`src/rtl/hilo_muldiv_seq.sv`:
```
// Sequential 32x32 multiply / 32/32 divide unit with HI/LO result registers.
// Optional feature: define MULDIV_CANCEL_EN to add a cancel input that aborts a running operation.
module hilo_muldiv_seq (
  input  logic        clk,
  input  logic        rst,
`ifdef MULDIV_CANCEL_EN
  input  logic        cancel,
`endif
  input  logic        mult,
  input  logic        multu,
  input  logic        div,
  input  logic        divu,
  input  logic        mthi,
  input  logic        mtlo,
  input  logic [31:0] a,
  input  logic [31:0] b,
  input  logic        rd_hilo,
  output logic [31:0] hi,
  output logic [31:0] lo,
  output logic        busy,
  output logic        done,
  output logic        dbz,
  output logic        stall
);

  localparam int unsigned W     = 32;
  localparam int unsigned CW    = 5;
  localparam int unsigned LASTI = 31;

  typedef enum logic [1:0] {IDLE, RUN, FIX} state_t;

  state_t         r_state;
  logic [CW-1:0]  r_cnt;
  logic           r_is_div;
  logic           r_sa;
  logic           r_sb;
  logic           r_zdiv;
  logic [W-1:0]   r_opa;
  logic [W-1:0]   r_opb;
  logic [W-1:0]   r_hw;
  logic [W-1:0]   r_lw;
  logic [W-1:0]   r_hi;
  logic [W-1:0]   r_lo;
  logic           r_done;
  logic           r_dbz;

  logic           w_start;
  logic           w_div;
  logic           w_sign;
  logic [W-1:0]   w_abs_a;
  logic [W-1:0]   w_abs_b;
  logic [W:0]     w_mul_sum;
  logic [W:0]     w_trial;
  logic [W-1:0]   w_next_hw;
  logic [W-1:0]   w_next_lw;
  logic [2*W-1:0] w_prod;
  logic [W-1:0]   w_res_hi;
  logic [W-1:0]   w_res_lo;

  // Start decode: div > divu > mult > multu
  assign w_start = div | divu | mult | multu;
  assign w_div   = div | divu;
  assign w_sign  = div | (~divu & mult);
  assign w_abs_a = (w_sign && a[W-1]) ? W'(-a) : a;
  assign w_abs_b = (w_sign && b[W-1]) ? W'(-b) : b;

  // One radix-2 step: shift-add multiply (hw:lw shifts right) or restoring divide (hw:lw shifts left)
  assign w_mul_sum = (W+1)'({1'b0, r_hw}) + (W+1)'({1'b0, (r_lw[0] ? r_opa : {W{1'b0}})});
  assign w_trial   = (W+1)'({r_hw, r_lw[W-1]}) - (W+1)'({1'b0, r_opb});

  always_comb begin
    w_next_hw = w_mul_sum[W:1];
    w_next_lw = {w_mul_sum[0], r_lw[W-1:1]};
    if (r_is_div) begin
      w_next_hw = w_trial[W] ? {r_hw[W-2:0], r_lw[W-1]} : w_trial[W-1:0];
      w_next_lw = {r_lw[W-2:0], ~w_trial[W]};
    end
  end

  // Sign correction of the magnitude result; divide-by-zero returns the raw dividend
  always_comb begin
    w_prod   = {r_hw, r_lw};
    if (r_sa ^ r_sb) w_prod = (2*W)'(-w_prod);
    w_res_hi = w_prod[2*W-1:W];
    w_res_lo = w_prod[W-1:0];
    if (r_is_div) begin
      if (r_zdiv) begin
        w_res_hi = r_sa ? W'(-r_opa) : r_opa;
        w_res_lo = {W{1'b1}};
      end else begin
        w_res_hi = r_sa ? W'(-r_hw) : r_hw;
        w_res_lo = (r_sa ^ r_sb) ? W'(-r_lw) : r_lw;
      end
    end
  end

  always_ff @(posedge clk) begin
    if (rst) begin
      r_state  <= IDLE;
      r_cnt    <= '0;
      r_is_div <= 1'b0;
      r_sa     <= 1'b0;
      r_sb     <= 1'b0;
      r_zdiv   <= 1'b0;
      r_opa    <= '0;
      r_opb    <= '0;
      r_hw     <= '0;
      r_lw     <= '0;
      r_hi     <= '0;
      r_lo     <= '0;
      r_done   <= 1'b0;
      r_dbz    <= 1'b0;
    end else begin
      r_done <= 1'b0;
      r_dbz  <= 1'b0;
      case (r_state)
        IDLE: begin
          if (w_start) begin
            r_state  <= RUN;
            r_cnt    <= '0;
            r_is_div <= w_div;
            r_sa     <= w_sign & a[W-1];
            r_sb     <= w_sign & b[W-1];
            r_zdiv   <= w_div & (b == '0);
            r_opa    <= w_abs_a;
            r_opb    <= w_abs_b;
            r_hw     <= '0;
            r_lw     <= w_div ? w_abs_a : w_abs_b;
          end else begin
            if (mthi) r_hi <= a;
            if (mtlo) r_lo <= a;
          end
        end
        RUN: begin
          r_hw  <= w_next_hw;
          r_lw  <= w_next_lw;
          r_cnt <= r_cnt + CW'(1);
          if (r_cnt == CW'(LASTI)) r_state <= FIX;
        end
        FIX: begin
          r_hi    <= w_res_hi;
          r_lo    <= w_res_lo;
          r_done  <= 1'b1;
          r_dbz   <= r_zdiv;
          r_cnt   <= '0;
          r_state <= IDLE;
        end
        default: begin
          r_state <= IDLE;
          r_cnt   <= '0;
        end
      endcase
`ifdef MULDIV_CANCEL_EN
      // Abort overrides everything above, including a FIX-cycle write-back
      if (cancel && r_state != IDLE) begin
        r_state <= IDLE;
        r_cnt   <= '0;
        r_hi    <= r_hi;
        r_lo    <= r_lo;
        r_done  <= 1'b0;
        r_dbz   <= 1'b0;
      end
`endif
    end
  end

  assign hi    = r_hi;
  assign lo    = r_lo;
  assign busy  = (r_state != IDLE);
  assign done  = r_done;
  assign dbz   = r_dbz;
  assign stall = busy & (rd_hilo | w_start | mthi | mtlo);

endmodule
```
`config.mk`:
```
export PLATFORM = sky130hd
export DESIGN_NAME = hilo_muldiv_seq
export DESIGN_NICKNAME = d
export VERILOG_FILES = /design/src/rtl/hilo_muldiv_seq.sv
export SDC_FILE = /design/constraint.sdc
export NUM_CORES = 1
export LEC_CHECK = 0
export CORE_AREA = 2 2 241 291
export DETAILED_ROUTE_END_ITERATION = 8
export DIE_AREA = 0 0 243 293
export GPL_TIMING_DRIVEN = 0
export MAX_ROUTING_LAYER = met4
export PLACE_DENSITY = 0.42
export REMOVE_ABC_BUFFERS = 1
export SYNTH_ARGS = -nofsm -noshare
export SYNTH_HDL_FRONTEND = slang
export SYNTH_SLANG_ARGS = --single-unit
export TNS_END_PERCENT = 100
```
`constraint.sdc`:
```
create_clock -name clk -period 3.8 [get_ports clk]
set_input_delay 0.57 -clock clk [delete_from_list [all_inputs] [get_ports clk]]
set_output_delay 0.57 -clock clk [all_outputs]
set_load 0.02 [all_outputs]
```
**Word level (Yosys, flattened, before mapping)**

Index checks and enable logic that the tools add are counted.

- Flip-flop bits (word level): 205
- Output and inout bits: 68
- Input bits: 73

- Add/subtract/negate cells: 9
- Equality and inequality tests: 8
- Bitwise logic cells: 16
- Reductions and logical operators: 13
- Mux-type cells: 31

Operator list:

| operator | number |
|---|---|
| $mux W32 | 20 |
| $pmux W32 S2 | 4 |
| $neg A32 Y32 | 5 |
| $mux W64 | 1 |
| $neg A64 Y64 | 1 |
| $add A32 B32 Y33 | 1 |
| $sub A33 B32 Y33 | 1 |
| $logic_not A32 Y1 | 1 |
| $ne A2 B2 Y1 const B | 5 |
| $pmux W5 S2 | 1 |
| $or A1 B1 Y1 | 7 |
| $reduce_and A2 Y1 | 3 |
| $reduce_and A3 Y1 | 2 |
| $reduce_bool A2 Y1 | 3 |
| $add A5 B1 Y5 const B | 1 |
| $and A1 B1 Y1 | 5 |
| $eq A5 B5 Y1 const B | 1 |
| $mux W5 | 1 |
| $mux W2 | 2 |
| $pmux W2 S2 | 1 |
| $not A1 Y1 | 3 |
| $eq A2 B1 Y1 const B | 1 |
| $eq A2 B2 Y1 const B | 1 |
| $logic_and A1 B1 Y1 | 2 |
| 4 further kinds | 4 |

**Logic depth before layout (Yosys ltp)**

- Depth after elaboration: 8
- Gate-level depth with buffers: 16
- Depth with buffers taken out: 15

**Least setup slack after synthesis**

OpenSTA, ideal clock, no wires.

- Kind: reg-to-reg
- Start: register r_lw[0]
- End: register r_hw[26]
- Data required time: 3.683 ns
- Buffers on the path: 2
- Data arrival time: 3.001 ns
- Slack: 0.682 ns
- Cell stages (with the launch flop): 16
- Library setup time: 0.117 ns
- Cell sequence: dfxtp_1 buf_2 clkbuf_1 nand2_1 inv_1 ha_1 a211o_1 a211oi_1 nor4_1 nor3_1 o31ai_1 a21o_1 a311oi_1 xor2_1 a21oi_1 a22o_1

- Cells in the longest elaborated chain, start to end: 4

Ends and longest elaborated chain:

| element | line | source |
|---|---|---|
| start: declaration | 41 | `logic [W-1:0] r_lw;` |
| start signal: assignment | 128 | `r_lw <= w_div ? w_abs_a : w_abs_b;` |
| start signal: assignment | 136 | `r_lw <= w_next_lw;` |
| $mux W32 | 68 | `assign w_mul_sum = (W+1)'({1'b0, r_hw}) + (W+1)'({1'b0, (r_lw[0] ? r_opa : {W{1'b0}})});` |
| $add A32 B32 Y33 | 68 |  |
| $mux W32 | 74 | `if (r_is_div) begin` |
| $pmux W32 S2 | 116 | `case (r_state)` |
| end signal: assignment | 135 | `r_hw <= w_next_hw;` |
| end: declaration | 40 | `logic [W-1:0] r_hw;` |

No other way between the ends.
A chain may end at the register's enable or synchronous reset.

**Worst setup path in the final report**

- Start: input divu
- End: register r_lw[12]

- Cells in the longest elaborated chain, start to end: 8
- Elaborated cells between the ends (all ways): 15

Ends and longest elaborated chain:

| element | line | source |
|---|---|---|
| start: declaration | 12 | `input logic divu,` |
| $not A1 Y1 | 63 | `assign w_sign = div \| (~divu & mult);` |
| $and A1 B1 Y1 | 63 |  |
| $or A1 B1 Y1 | 63 |  |
| $logic_and A1 B1 Y1, on equally long branches | 65, 64 |  |
| $mux W32, on equally long branches | 65, 64 |  |
| $mux W32 | 128 |  |
| $mux W32 | 118 | `if (w_start) begin` |
| $pmux W32 S2 | 116 |  |

Parallel ways exist; a longest one is shown, timed or not. The select of a mux whose other input is x is not followed.

==> impl_metrics.yaml <==
drt:
  drt-pass1-iter-count: 6
  drt_iter0_drc: 1249
  vias: 17200
  postRouteAntennaNets: 0
  via_per_inst: 5.30
  wl_per_cell_um: 21.8
  drc: 0
  wl_mm: 70.6
timing:
  fin_setup_tns_ns: 0
  finClkSkew_ns: 0.0162
  timing.final.crit_share: 0.982
  period_needed_ns: 3.73
  holdWs_ns: 0.451
  report.final.hold_viol_count: 0
  max_freq_mhz: 268
  worst_slew_pin_slew_ns: 1.42
  drv_slew: 0
  relSlewSlack: 0.0543
  setup_viol: 0
final_layout:
  area_growth_pct: 20.8
  final_core_util: 0.301
  nNetsFinal: 2458
  n_antenna_cell: 0
  fillCellCount: 7452
  stdcell_count: 3239
  drive_gt1_frac: 0.0751
yosys:
  synth_largest_area_cell: "dfxtp_1"
  syn_area_per_cell_um2: 7.43
  synth_cells: 2281
  syn_area_um2: 17000
  yosys_warnings: 0
  synth-seq-cells: 205
  yosysUniqueCellTypes: 78
  synth-seq-area-share: 0.242
  ys.flop_type: "dfxtp_1"
  synthTopCellsByArea: "dfxtp_1 24%, a21oi_1 6.1%, xnor2_1 5.9%"
  synth.top_cell.area_share: 0.242
  synth-edff-count: 0
  async_flop_share: 0
clocking:
  clock-sinks: 205
  tritoncts: "yes"
  h-tree-depth: 1
  numCtsBuffers: 25
  hold_buffers: 0
  clockRootBuffer: "clkbuf_16"
  clk_latency_ns: 0.55
  cts_buffer_depth: 3
  path_clk_slew_ns: 0.06
place:
  io_buffers: 140
  placed_cells: 3179
  dpl.hpwl_mm: 53.5
  place_congestion: 0.901
grt:
  antenna_found_initial: 0
  grt_usage: 0.198
  grt_overflow: 0
  grt_pass1_wl_mm: 106
  grt_start_max_net_pins: 98
  grt_pass1_vias: 16900
critical_path:
  critPathMaxFanout: 20
  crit_type: "input port to register"
  required_ns: 4.16
  cp_common_cell: "nor2_1"
  cp_slowest_cell: "nand2b_1"
  arrival_ns: 4.09
  crit_start: "divu"
  start_kind: "input port"
  crit_chain: "clkdlybuf4s50_1 > inv_1 > a21oi_1 > nand2b_1 > nor2_1 > xnor2_1 > nor2_1 > o21ai_0 > a311oi_1"
  timing.rr.start: "r_hw[2]$_SDFFE_PP0P_"
  crit_path_end_kind: "register"
  slowest_delay_ns: 1.00
min_path:
  holdCritStartpoint: "lo[3]$_SDFFE_PP0P_"
  hold_path.class: "register to register"
pwr:
  leakage_nw: 7.46
  power_density_nw_per_um2: 359
  ir_worst_vdd_uv: 261
floorplan:
  coreArea_um2: 68100
  ios: 141
  fp.dieH_um: 293
  initial_utilization: 0.249
  die_x_um: 243
  die_area_um2: 71200
  rows: 105
status:
  outcome: "finished, final reports clean"
run:
  cap_violations: 0
-- registers in the layout, summed over array words and instances (netlist names), 2 cells and up --
| register | count |
|---|---|
| r_cnt | 5 |
| r_opb | 32 |
| r_opa | 32 |
| lo | 32 |
| r_state | 2 |
| hi | 32 |
| r_hw | 32 |
| r_lw | 32 |
-- power by group --
part / leakage (nW) / internal [W] / total [W] / switching (W)
combinational: 5.39 / 0.000899 / 0.00227 / 0.00137
sequential: 1.68 / 0.00229 / 0.00254 / 0.000257
clock: 0.391 / 0.00146 / 0.00253 / 0.00107
total: 7.46 / 0.00464 / 0.00734 / 0.00270
-- synthesized netlist by cell type, types with 22 or more instances --
cell      instances
a21oi_1         206
o221ai_1         42
nand2b_1         29
a211oi_1         86
nor2_1          206
a21o_1           28
clkbuf_1        151
o21ai_0         127
xnor2_1         115
a311oi_1         23
nand2_1         246
ha_1             71
inv_1            72
o21ai_1          22
nor3_1           43
mux2i_1          57
nand3_1          29
xor2_1           96
o31ai_1          30
dfxtp_1         205
and2_1           45
a22oi_1          23
or3_1            31
-- final timing paths --
| kind | end | depth (start not counted) | slack (ns) |
|---|---|---|---|
| worst min-delay path | lo[3]$_SDFFE_PP0P_ | 2 | 0.45 |
| worst max register to register | hi[27]$_SDFFE_PP0P_ | 9 | 0.15 |
| worst max-delay path | r_lw[12]$_SDFFE_PP0P_ | 9 | 0.07 |
| worst min register to register | lo[3]$_SDFFE_PP0P_ | 2 | 0.45 |
-- critical path: cells and delay by family --
family	cells	cell delay [ns]
buffers and inverters	2	0.59
and+or+nand+nor	3	1.24
AOI/OAI and AO/OA	3	0.90
xor gates and xnor gates	1	0.74
-- cells in the final DEF (no fill, tap or decap), drive strengths merged, types with 57 or more instances in the layout --
| cell | count |
|---|---|
| xnor2 | 115 |
| ha | 71 |
| nand2 | 246 |
| dfxtp | 205 |
| a211oi | 86 |
| inv | 72 |
| xor2 | 96 |
| clkdlybuf4s50 | 139 |
| a21oi | 206 |
| mux2i | 57 |
| o21ai | 149 |
| nor2 | 206 |
-- cell families after synthesis --
kind of cell | count (synthesis) | share of synthesized area
compound gates | 734 | 0.285
fa+ha+maj | 73 | 0.0548
simple gates | 749 | 0.215
xor+xnor | 211 | 0.109
mux | 61 | 0.0370
flops | 205 | 0.242
buf+inv | 248 | 0.0562
-- per-stage QoR --
| stage | instance area, um^2 | setup WS, ns | total power [W] |
|---|---|---|---|
| after floorplan | 16300 | -4.44 | 0.00396 |
| after global placement | 18800 | -12.94 | 0.00477 |
| after detailed placement | 19300 | -1.15 | 0.00478 |
| after CTS | 20300 | 0.00162 | 0.00738 |
| after global routing | 20500 | -0.00406 | 0.00773 |
| final | 20500 | 0.0687 | 0.00734 |
-- area by class of cell --
class	count	area, um^2	share of cell area
Multi-Input combinational cell	1828	12100	0.592
Sequential cell	205	4130	0.201
Timing Repair Buffer	180	1980	0.0969
Tap cell	909	1140	0.0556
Clock buffer	31	668	0.0326
Inverter	72	274	0.0134
Clock inverter	14	165	0.00807
-- what timing repair did --
action / in CTS / in global routing
setup buffers: 9 / 6
endpoints found under the setup margin: 68 / 41
resized for setup: 21 / 19
pin swaps: 3 / 3
cloned: 0 / 0
-- metal layers --
metal	vias up	track usage	share of wire
li1	8339	-	-
met1	8203	0.250	0.45
met2	474	0.321	0.46
met3	144	0.0171	0.044
met4	0	0.0878	0.047
met5	-	-	0
No activity file was read; power rests on OpenSTA's default activity.
